## src/rtl/prng_selector_nlfsr_if.sv

```systemverilog
// Bus between the NLFSR tap-search core and its search controller.
// The controller (master) drives run enable and the external feedback bit.
interface prng_selector_nlfsr_if #(
  parameter int NUM_OF_TAPS = 6,
  parameter int SIZE        = 16
);
  logic                     ena;
  logic                     feedback;
  logic [7:0]               prng_byte;
  logic                     prng_valid;
  logic [NUM_OF_TAPS*8-1:0] taps;
  logic                     selector_done;
  logic [SIZE-1:0]          state;
  logic                     found;
  logic                     failure;

  modport master (
    output ena, feedback,
    input  prng_byte, prng_valid, taps, selector_done, state, found, failure
  );

  modport slave (
    input  ena, feedback,
    output prng_byte, prng_valid, taps, selector_done, state, found, failure
  );
endinterface

```

## src/rtl/prng_selector_nlfsr.sv

```systemverilog
// NLFSR tap-search core: xorshift32 byte source, distinct-tap selector and a
// shift register whose period is judged maximal (found) or not (failure).
module prng_selector_nlfsr #(
  parameter int          NUM_OF_TAPS = 6,
  parameter int          SIZE        = 16,
  parameter logic [31:0] SEED        = 32'd13413515
) (
  input logic                  clk,
  input logic                  res,
  prng_selector_nlfsr_if.slave bus
);

  localparam int              FILL_W  = (NUM_OF_TAPS > 1) ? $clog2(NUM_OF_TAPS) : 1;
  localparam logic [FILL_W-1:0] LAST  = FILL_W'(NUM_OF_TAPS - 1);
  localparam logic [SIZE-1:0] ONE     = {{(SIZE-1){1'b0}}, 1'b1};
  localparam logic [SIZE:0]   PERIOD  = {1'b0, {SIZE{1'b1}}};
  localparam logic [SIZE:0]   CNT_ONE = {{SIZE{1'b0}}, 1'b1};

  // ---------------------------------------------------------------- PRNG
  logic [31:0] x_q;
  logic [31:0] x_cur;
  logic [31:0] x_s1;
  logic [31:0] x_s2;
  logic [31:0] x_nxt;
  logic [7:0]  prng_byte;
  logic        prng_valid;

  // A register at its power-up value of 0 stands for SEED; xorshift never
  // reaches 0 from a nonzero state, so 0 cannot occur once running.
  always_comb begin
    x_cur = (x_q == 32'd0) ? SEED : x_q;
    x_s1  = x_cur ^ (x_cur << 13);
    x_s2  = x_s1 ^ (x_s1 >> 17);
    x_nxt = x_s2 ^ (x_s2 << 5);
  end

  // NOTE: sequential state uses non-blocking (<=) so every register samples
  // pre-edge values; this register deliberately ignores res so retries differ.
  always_ff @(posedge clk) begin
    x_q <= x_nxt;
  end

  assign prng_byte  = x_cur[7:0];
  assign prng_valid = 1'b1;

  // ------------------------------------------------------------ selector
  logic [7:0]        slot_q [NUM_OF_TAPS];
  logic [FILL_W-1:0] fill_q;
  logic              done_q;
  logic [7:0]        cand;
  logic              dup;
  logic              accept;
  logic [NUM_OF_TAPS*8-1:0] taps_w;

  assign cand = 8'({1'b0, prng_byte} % 9'(SIZE));

  // NOTE: every always_comb output gets a default first, so no path can
  // leave it unassigned and infer a latch.
  always_comb begin
    dup = 1'b0;
    // Unfilled slots hold 0 and a zero candidate is rejected anyway, so
    // comparing against all slots equals comparing against filled ones.
    for (int i = 0; i < NUM_OF_TAPS; i++) begin
      if (slot_q[i] == cand) dup = 1'b1;
    end
  end

  assign accept = bus.ena && prng_valid && !done_q && (cand != 8'd0) && !dup;

  // NOTE: the slot array is reset on purpose: unfilled slots must read 0
  // and the duplicate check relies on that.
  always_ff @(posedge clk or posedge res) begin
    if (res) begin
      for (int i = 0; i < NUM_OF_TAPS; i++) slot_q[i] <= 8'd0;
      fill_q <= '0;
      done_q <= 1'b0;
    end else if (accept) begin
      for (int i = 0; i < NUM_OF_TAPS; i++) begin
        if (fill_q == FILL_W'(i)) slot_q[i] <= cand;
      end
      if (fill_q == LAST) done_q <= 1'b1;
      else                fill_q <= fill_q + FILL_W'(1);
    end
  end

  always_comb begin
    taps_w = '0;
    for (int i = 0; i < NUM_OF_TAPS; i++) taps_w[8*i +: 8] = slot_q[i];
  end

  // --------------------------------------------------------------- NLFSR
  logic [SIZE-1:0] state_q;
  logic [SIZE-1:0] state_nxt;
  logic [SIZE:0]   cnt_q;
  logic [SIZE:0]   cnt_nxt;
  logic            found_q;
  logic            failure_q;
  logic            step;
  logic            set_found;
  logic            set_failure;

  always_comb begin
    step        = bus.ena && done_q && !found_q && !failure_q;
    state_nxt   = {state_q[SIZE-2:0], bus.feedback};
    cnt_nxt     = cnt_q + CNT_ONE;
    set_found   = 1'b0;
    set_failure = 1'b0;
    // Verdict looks at the post-step values so it lands on the deciding edge.
    if (step) begin
      if (state_nxt == ONE && cnt_nxt == PERIOD)
        set_found = 1'b1;
      else if (state_nxt == ONE || state_nxt == '0 || cnt_nxt == PERIOD)
        set_failure = 1'b1;
    end
  end

  always_ff @(posedge clk or posedge res) begin
    if (res) begin
      state_q   <= ONE;
      cnt_q     <= '0;
      found_q   <= 1'b0;
      failure_q <= 1'b0;
    end else begin
      if (step) begin
        state_q <= state_nxt;
        cnt_q   <= cnt_nxt;
      end
      if (set_found)   found_q   <= 1'b1;
      if (set_failure) failure_q <= 1'b1;
    end
  end

  // ------------------------------------------------------------- outputs
  assign bus.prng_byte     = prng_byte;
  assign bus.prng_valid    = prng_valid;
  assign bus.taps          = taps_w;
  assign bus.selector_done = done_q;
  assign bus.state         = state_q;
  assign bus.found         = found_q;
  assign bus.failure       = failure_q;

endmodule

```

## src/flat_wrapper.sv

```systemverilog
// flat-port wrapper written by rule: the top's interface ports become plain ports
module prng_selector_nlfsr_flat 
#(
  parameter int          NUM_OF_TAPS = 6,
  parameter int          SIZE        = 16,
  parameter logic [31:0] SEED        = 32'd13413515
)
  (clk, res, bus_ena, bus_feedback, bus_prng_byte, bus_prng_valid, bus_taps, bus_selector_done, bus_state, bus_found, bus_failure);
  prng_selector_nlfsr_if #(.NUM_OF_TAPS(NUM_OF_TAPS), .SIZE(SIZE)) bus_i ();
  input logic clk;
  input logic res;
  input wire logic [$bits(bus_i.ena)-1:0] bus_ena;
  input wire logic [$bits(bus_i.feedback)-1:0] bus_feedback;
  output wire logic [$bits(bus_i.prng_byte)-1:0] bus_prng_byte;
  output wire logic [$bits(bus_i.prng_valid)-1:0] bus_prng_valid;
  output wire logic [$bits(bus_i.taps)-1:0] bus_taps;
  output wire logic [$bits(bus_i.selector_done)-1:0] bus_selector_done;
  output wire logic [$bits(bus_i.state)-1:0] bus_state;
  output wire logic [$bits(bus_i.found)-1:0] bus_found;
  output wire logic [$bits(bus_i.failure)-1:0] bus_failure;
  assign bus_i.ena = bus_ena;
  assign bus_i.feedback = bus_feedback;
  assign bus_prng_byte = bus_i.prng_byte;
  assign bus_prng_valid = bus_i.prng_valid;
  assign bus_taps = bus_i.taps;
  assign bus_selector_done = bus_i.selector_done;
  assign bus_state = bus_i.state;
  assign bus_found = bus_i.found;
  assign bus_failure = bus_i.failure;
  prng_selector_nlfsr #(.NUM_OF_TAPS(NUM_OF_TAPS), .SIZE(SIZE), .SEED(SEED)) u_core (.clk(clk), .res(res), .bus(bus_i));
endmodule
```

## config.mk

```make
export PLATFORM = sky130hd
export DESIGN_NAME = prng_selector_nlfsr_flat
export DESIGN_NICKNAME = d
export VERILOG_FILES = /design/src/rtl/prng_selector_nlfsr_if.sv /design/src/rtl/prng_selector_nlfsr.sv /design/src/flat_wrapper.sv
export SDC_FILE = /design/constraint.sdc
export NUM_CORES = 1
export LEC_CHECK = 0
export BUFFER_PORTS_ARGS = -buffer_cell sky130_fd_sc_hd__buf_2
export CAP_MARGIN = 15
export CORE_MARGIN = 8
export CORE_UTILIZATION = 52
export DETAILED_ROUTE_END_ITERATION = 16
export HOLD_SLACK_MARGIN = 0.05
export PLACE_DENSITY = 0.8
export SETUP_SLACK_MARGIN = 0.15
export SYNTH_ARGS = -nofsm -noshare
export SYNTH_HDL_FRONTEND = slang
export SYNTH_SLANG_ARGS = --single-unit
```

## constraint.sdc

```tcl
create_clock -name clk -period 6.5 [get_ports clk]
set_input_delay 0.65 -clock clk [delete_from_list [all_inputs] [get_ports clk]]
set_output_delay 0.65 -clock clk [all_outputs]
set_load 0.05 [all_outputs]
```

## Word level (Yosys, flattened, before mapping)

Index checks and enable logic that the tools add are counted.

- $add $sub $neg: 2
- Multiply operators: 0
- Div/mod/pow operators: 0
- Order comparisons: 0
- Eq/ne operators: 13
- Shift-type cells: 0
- Mux-type cells: 12
- Bitwise gates (word level): 4
- Reductions and logical operators: 24

Operator list:

| kind | count |
|---|---|
| XOR 32 bit | 2 |
| zero test 32 bit | 1 |
| two-way mux 32 bit | 1 |
| XOR 32 x 15 -> 32 bit | 1 |
| equality test 4 bit | 6 |
| adder 17 x 1 -> 17 bit, second input constant | 1 |
| equality test 17 x 16 -> 1 bit, second input constant | 1 |
| equality test 16 x 1 -> 1 bit, second input constant | 1 |
| zero test 16 bit | 1 |
| AND reduction 2 bit | 7 |
| two-way mux 1 bit | 11 |
| nonzero test 8 bit | 1 |
| logical AND 1 bit | 7 |
| equality test 3 x 2 -> 1 bit, second input constant | 2 |
| equality test 3 bit, second input constant | 2 |
| zero test 1 bit | 4 |
| adder 3 x 1 -> 3 bit, second input constant | 1 |
| equality test 3 x 1 -> 1 bit, second input constant | 1 |
| zero test 3 bit | 1 |
| logical OR 1 bit | 2 |
| inverter 1 bit | 1 |

- Register bits: 95
- Latch bits: 0
- RAM bits: 0
- ROM bits: 0
- Input bits: 4
- Output and inout port bits: 76
- Logic and storage cells: 68
- Memories kept: 0

## Longest topological paths before layout

- Depth after elaboration: 12
- Mapped depth: 9
- Gate-level depth less buffers: 8

## Least setup slack after synthesis

Ideal clock, no wire load.

- Path kind: flip-flop to flip-flop
- Start point: register u_core.x_q[1]
- End point: register u_core.fill_q[1]
- Setup time: 0.125 ns
- Data arrival time: 2.373 ns
- Required time: 6.375 ns
- Path slack: 4.002 ns
- Stages on the path, launching flop included: 9
- Path buffers: 1
- Period minus slack after synthesis: 2.498 ns
- Cell sequence: dfxtp_1 -> buf_6 -> nor4_4 -> and4_4 -> a21oi_4 -> xnor2_1 -> o32ai_4 -> nor4_2 -> mux2_4

- Word-level cells in the longest chain between the ends: 12
- Elaborated cells on any way between the ends: 19
- Those cells by class: 6 x eq/ne; 7 x mux; 6 x reduce/logical

RTL lines:

| item | RTL line | text |
|---|---|---|
| start, declared | prng_selector_nlfsr.sv:20 | `logic [31:0] x_q;` |
| start signal, assigned | prng_selector_nlfsr.sv:40 | `x_q <= x_nxt;` |
| zero test 32 bit | prng_selector_nlfsr.sv:31 | `x_cur = (x_q == 32'd0) ? SEED : x_q;` |
| two-way mux 32 bit (*) | prng_selector_nlfsr.sv:31 |  |
| equality test 4 bit | prng_selector_nlfsr.sv:64 | `if (slot_q[i] == cand) dup = 1'b1;` |
| two-way mux 1 bit (6 in a row) | prng_selector_nlfsr.sv:64 |  |
| zero test 1 bit | prng_selector_nlfsr.sv:68 | `assign accept = bus.ena && prng_valid && !done_q && (cand != 8'd0) && !dup;` |
| logical AND 1 bit (*) | prng_selector_nlfsr.sv:68 |  |
| AND reduction 2 bit (no source line) (*) | n/a |  |
| end signal, assigned | prng_selector_nlfsr.sv:82 | `else fill_q <= fill_q + FILL_W'(1);` |
| end, declared | prng_selector_nlfsr.sv:48 | `logic [FILL_W-1:0] fill_q;` |

Mark *: on every way between the ends. The rest lies on a longest branch, timed or not.
A chain may end at the register's enable or synchronous reset.

## Final worst setup path

- Start point: register u_core.x_q[1]
- End point: register u_core.slot_q, in the netlist u_core.bus.taps[16]

- Word-level cells in the longest chain between the ends: 12
- Elaborated cells on any way between the ends: 19
- Those cells by class: 6 x eq/ne; 7 x mux; 6 x reduce/logical

RTL lines:

| item | RTL line | text |
|---|---|---|
| zero test 32 bit | prng_selector_nlfsr.sv:31 |  |
| two-way mux 32 bit (*) | prng_selector_nlfsr.sv:31 |  |
| equality test 4 bit | prng_selector_nlfsr.sv:64 |  |
| two-way mux 1 bit (6 in a row) | prng_selector_nlfsr.sv:64 |  |
| zero test 1 bit | prng_selector_nlfsr.sv:68 |  |
| logical AND 1 bit | prng_selector_nlfsr.sv:68 |  |
| AND reduction 2 bit (no source line) | n/a |  |
| end signal, assigned by index | prng_selector_nlfsr.sv:79 | `if (fill_q == FILL_W'(i)) slot_q[i] <= cand;` |
| end, declared | prng_selector_nlfsr.sv:47 | `logic [7:0] slot_q [NUM_OF_TAPS];` |

Marks and branches as above.

==> flow_results.xml <==
<?xml version="1.0" encoding="UTF-8"?>
<metrics>
  <group name="global_route">
    <metric name="gr-total-overflow" unit="">0</metric>
    <metric name="global_route.usage.total" unit="%">16.29</metric>
    <metric name="antenna_violations_before_repair" unit="">0</metric>
    <metric name="grt_start_max_net_pins" unit="">64</metric>
    <metric name="first_global_vias" unit="">3425</metric>
    <metric name="grt_first_pass_wirelength" unit="mm">17.30</metric>
  </group>
  <group name="timing">
    <metric name="finalSetupTns" unit="ns">0</metric>
    <metric name="rsz0062_at_grt" unit="">no</metric>
    <metric name="final_number_of_setup_violating_endpoints" unit="">0</metric>
    <metric name="layout_worst_path_cycle_share" unit="%">47.20</metric>
    <metric name="min_period" unit="ns">3.068</metric>
    <metric name="tightest_slew" unit="ns">0.7716</metric>
    <metric name="worst_case_clock_skew" unit="ns">0.01108</metric>
    <metric name="final-hold-violation-count" unit="">0</metric>
    <metric name="slew_viol_final" unit="">0</metric>
    <metric name="achievable-frequency" unit="GHz">0.3259</metric>
    <metric name="slew_headroom" unit="%">48.49</metric>
  </group>
  <group name="critical_path">
    <metric name="cp_cell_sequence" unit="">nor4_4 -&gt; and4_4 -&gt; a21oi_4 -&gt; mux2i_2 -&gt; o32ai_4 -&gt; nor4_4 -&gt; mux2_1</metric>
    <metric name="critPathMaxFanout" unit="">16</metric>
    <metric name="critPathMostFrequentCell" unit="">sky130_fd_sc_hd__nor4_4</metric>
    <metric name="timing.rr.end" unit="">u_core.bus.taps[16]</metric>
    <metric name="timing.critical_path.to_type" unit="">flip-flop</metric>
    <metric name="crit_path_start" unit="">u_core.x_q[1]</metric>
    <metric name="worstSetupPathType" unit="">flip-flop to flip-flop</metric>
    <metric name="cpPeakStageDelay" unit="ns">0.77</metric>
    <metric name="cp-start-kind" unit="">flip-flop</metric>
    <metric name="crit_slowest_cell" unit="">sky130_fd_sc_hd__dfxtp_1</metric>
    <metric name="arrival" unit="ns">3.31</metric>
    <metric name="r2r-start" unit="">u_core.x_q[1]</metric>
    <metric name="timing.critical_path.required" unit="ns">6.74</metric>
    <metric name="reg2regPathDepth" unit="">7</metric>
    <metric name="worst-r2r-setup-slack" unit="ns">3.43</metric>
  </group>
  <group name="synthesis">
    <metric name="synth_area" unit="um2">5170</metric>
    <metric name="synth.yosys.seq_area_share" unit="%">42.91</metric>
    <metric name="synth_enable_flop_cells" unit="">0</metric>
    <metric name="ys_seq_elements" unit="">95</metric>
    <metric name="post_synth.cell_area_avg" unit="um2">11.51</metric>
    <metric name="netlist_top_cells_area" unit="">sky130_fd_sc_hd__dfrtp_1, sky130_fd_sc_hd__dfxtp_1, sky130_fd_sc_hd__xnor2_1</metric>
    <metric name="post_synth_top_area_share" unit="%">30.01</metric>
    <metric name="yosys_warnings" unit="">0</metric>
    <metric name="predominant_post_synthesis_flop_cell" unit="">sky130_fd_sc_hd__dfrtp_1</metric>
    <metric name="yosys.area.top_type" unit="">sky130_fd_sc_hd__dfrtp_1</metric>
    <metric name="unique_masters_post_synth" unit="">61</metric>
    <metric name="post_synth_inst_count" unit="">449</metric>
    <metric name="async_flop_share" unit="%">66.32</metric>
  </group>
  <group name="floorplan">
    <metric name="fp.dieW" unit="um">115.7</metric>
    <metric name="die_height" unit="um">115.7</metric>
    <metric name="pin_count" unit="">80</metric>
    <metric name="std_cell_rows" unit="">36</metric>
    <metric name="floorplan.die_area" unit="um2">13390</metric>
    <metric name="initial_utilization" unit="%">53.14</metric>
    <metric name="core_area" unit="um2">9729</metric>
  </group>
  <group name="cts">
    <metric name="register_clock_pin_slew_on_the_reported_worst_setup_and_hold_paths" unit="ns">0.09</metric>
    <metric name="clockBufferDepth" unit="">2</metric>
    <metric name="tritoncts" unit="">yes</metric>
    <metric name="number_of_buffers_added_for_setup_after_cts" unit="">0</metric>
    <metric name="cts-buffers-inserted" unit="">9</metric>
    <metric name="post_cts_hold_buffer_count" unit="">0</metric>
    <metric name="clock_insertion_delay_at_the_later_pin_of_the_skew_report" unit="ns">0.36</metric>
    <metric name="clock_sinks" unit="">95</metric>
    <metric name="post_cts.resized_instances" unit="">0</metric>
    <metric name="htree_num_levels" unit="">3</metric>
    <metric name="clock_tree.root_cell" unit="">sky130_fd_sc_hd__clkbuf_8</metric>
  </group>
  <group name="power">
    <metric name="power_per_cell_area" unit="nW/um2">178.2</metric>
    <metric name="worst_ir_drop_vdd" unit="V">0.0001105</metric>
    <metric name="cellLeakagePower" unit="uW">0.002643</metric>
  </group>
  <group name="cells_and_area">
    <metric name="n_fill_cell" unit="">841</metric>
    <metric name="drive_above_1_share" unit="%">24.60</metric>
    <metric name="area_delta_synth_final" unit="%">8.519</metric>
    <metric name="finalNetCount" unit="">510</metric>
    <metric name="layout.core_utilization" unit="%">57.66</metric>
    <metric name="n_antenna_cell" unit="">0</metric>
  </group>
  <group name="run_status">
    <metric name="status" unit="">completed</metric>
  </group>
  <group name="routing">
    <metric name="viasPerCell" unit="">5.210</metric>
    <metric name="drt.antenna.violating_nets" unit="">0</metric>
    <metric name="drtIter0Drc" unit="">132</metric>
    <metric name="avgRoutedWirePerCell" unit="um">16.14</metric>
    <metric name="num_vias" unit="">3319</metric>
    <metric name="dr.pass1.iters" unit="">4</metric>
    <metric name="postRouteWirelength" unit="mm">10.28</metric>
    <metric name="post-route-drc-count" unit="">0</metric>
  </group>
  <group name="place">
    <metric name="gp_congestion" unit="">0.8608</metric>
    <metric name="dp.final_hpwl" unit="mm">7.786</metric>
    <metric name="place.port_buffers" unit="">54</metric>
  </group>
  <group name="run">
    <metric name="max_cap_viol_count" unit="">0</metric>
  </group>
  <group name="min_path">
    <metric name="hold_path_class" unit="">flip-flop to flip-flop</metric>
    <metric name="hp-start" unit="">u_core.cnt_q[16]</metric>
    <metric name="holdPathStages" unit="">1</metric>
    <metric name="hold_ep" unit="">u_core.cnt_q[16]</metric>
  </group>
</metrics>
==> stage by stage <==
step	std cells	setup slack (ns)	area (um2)	total power [uW]	hold slack [ns]
3_3_place_gp	621	3.569	5424	640.8	0.4590
3_5_place_dp	621	3.443	5424	640.9	0.4724
6_report	637	3.432	5610	999.6	0.4816
2_1_floorplan	472	4.002	5256	648.8	0.4371
5_1_grt	637	3.290	5610	1038	0.5182
4_1_cts	637	3.405	5610	1013	0.4875
==> worst max-delay path: cells and delay by family (launching register included) <==
family | cells | cell delay [ns]
AND/OR/NAND/NOR | 3 | 0.89
flip-flops | 1 | 0.77
multiplexers | 2 | 0.70
AO/OA/AOI/OAI | 2 | 0.59
==> how the worst max path moves through the flow <==
stage | slack (ns) | cells past startpoint | end
floorplan | 4.00 | 8 | u_core.fill_q[1]
global placement | 3.57 | 7 | u_core.bus.taps[18]
detailed placement | 3.44 | 7 | u_core.bus.taps[0]
CTS | 3.41 | 5 | bus_prng_byte[0]
global route | 3.29 | 7 | u_core.bus.taps[0]
finish | 3.43 | 7 | u_core.bus.taps[16]
==> cells in the final DEF, fill, tap and decap left out, types with 3 or more instances in the layout <==
cell type / count
sky130_fd_sc_hd__a21oi_1: 9
sky130_fd_sc_hd__buf_2: 54
sky130_fd_sc_hd__clkbuf_1: 3
sky130_fd_sc_hd__clkbuf_8: 10
sky130_fd_sc_hd__conb_1: 25
sky130_fd_sc_hd__dfrtp_1: 62
sky130_fd_sc_hd__dfxtp_1: 32
sky130_fd_sc_hd__ha_1: 7
sky130_fd_sc_hd__inv_1: 11
sky130_fd_sc_hd__mux2_1: 24
sky130_fd_sc_hd__mux2_2: 18
sky130_fd_sc_hd__mux2i_1: 3
sky130_fd_sc_hd__nand2_1: 25
sky130_fd_sc_hd__nand2b_1: 4
sky130_fd_sc_hd__nand3_1: 10
sky130_fd_sc_hd__nand4_1: 6
sky130_fd_sc_hd__nor2_1: 13
sky130_fd_sc_hd__nor2b_1: 3
sky130_fd_sc_hd__nor3_1: 13
sky130_fd_sc_hd__nor4_1: 8
sky130_fd_sc_hd__nor4_2: 4
sky130_fd_sc_hd__nor4_4: 10
sky130_fd_sc_hd__o211ai_1: 4
sky130_fd_sc_hd__o21ai_0: 6
sky130_fd_sc_hd__o21ai_1: 3
sky130_fd_sc_hd__o31ai_1: 3
sky130_fd_sc_hd__xnor2_1: 54
sky130_fd_sc_hd__xor2_1: 35
==> synthesized netlist by cell type (2+ instances only) <==
cell type                  count
sky130_fd_sc_hd__nor2_1       13
sky130_fd_sc_hd__dfrtp_1      62
sky130_fd_sc_hd__and4_4        2
sky130_fd_sc_hd__mux2i_1       3
sky130_fd_sc_hd__and4_1        2
sky130_fd_sc_hd__o21ai_0       6
sky130_fd_sc_hd__o211ai_1      4
sky130_fd_sc_hd__nand4_1       6
sky130_fd_sc_hd__a311oi_2      2
sky130_fd_sc_hd__a32oi_1       2
sky130_fd_sc_hd__dfxtp_1      32
sky130_fd_sc_hd__o32ai_4       2
sky130_fd_sc_hd__nand2_1      25
sky130_fd_sc_hd__ha_1          7
sky130_fd_sc_hd__o21ai_1       3
sky130_fd_sc_hd__inv_1        12
sky130_fd_sc_hd__buf_4        25
sky130_fd_sc_hd__xor2_1       35
sky130_fd_sc_hd__nor4_1        8
sky130_fd_sc_hd__xnor2_1      54
sky130_fd_sc_hd__o31ai_1       3
sky130_fd_sc_hd__conb_1        2
sky130_fd_sc_hd__nand3b_1      2
sky130_fd_sc_hd__a211oi_2      2
sky130_fd_sc_hd__nor3_1       13
sky130_fd_sc_hd__nand2b_1      4
sky130_fd_sc_hd__clkbuf_1      6
sky130_fd_sc_hd__buf_6         5
sky130_fd_sc_hd__nor2b_1       3
sky130_fd_sc_hd__and2_1        2
sky130_fd_sc_hd__nand4_2       2
sky130_fd_sc_hd__mux2i_2       2
sky130_fd_sc_hd__mux2_2       18
sky130_fd_sc_hd__nor4_2        4
sky130_fd_sc_hd__nor4_4       10
sky130_fd_sc_hd__a21oi_1       9
sky130_fd_sc_hd__nand3_1      10
sky130_fd_sc_hd__mux2_1       24
==> layer usage <==
| metal | track usage, % | share of wire [%] | up-vias |
|---|---|---|---|
| met5 | 0 | 0 | - |
| met4 | 7.001 | 2.0 | 0 |
| met3 | 2.710 | 4.8 | 17 |
| met2 | 26.86 | 48 | 67 |
| met1 | 20.67 | 45 | 1627 |
| li1 | - | - | 1608 |
==> cell families (layout without fill, tap and decap cells) <==
group | Yosys count | after routing | synth area share [%]
buffers and inverters | 52 | 84 | 6.655
other | 2 | 25 | 0.1453
DFF | 95 | 95 | 42.91
muxes | 48 | 48 | 10.55
adders and majority gates | 7 | 7 | 1.694
xor gates and xnor gates | 89 | 89 | 15.08
and+or+nand+nor | 119 | 119 | 16.84
AOI/OAI and AO/OA | 37 | 37 | 6.123
==> power by group <==
group | leakage (uW) | switching (uW) | internal, uW
logic | 0.00144 | 39.7 | 1.41
clock network | 0.0000967 | 197 | 174
registers | 0.00111 | 0 | 587
==> flip-flops by register name, summed over array words and instances (netlist names) <==
signal,flops
u_core.bus.selector_done,1
u_core.cnt_q,17
u_core.bus.failure,1
u_core.bus.state,16
u_core.x_q,32
u_core.bus.found,1
u_core.bus.taps,24
u_core.fill_q,3
==> cell type report <==
class                      instances  area [um2]  area share, %
clock buffer                      14       173.9          3.100
clock inverter                     2       12.51         0.2230
inverter                          12       45.04         0.8029
multi-input combinational        325        2709          48.28
sequential                        95        2218          39.54
tap                              133       166.4          2.966
timing repair buffer              56       285.3          5.085
(Power assumes the default switching activity.)
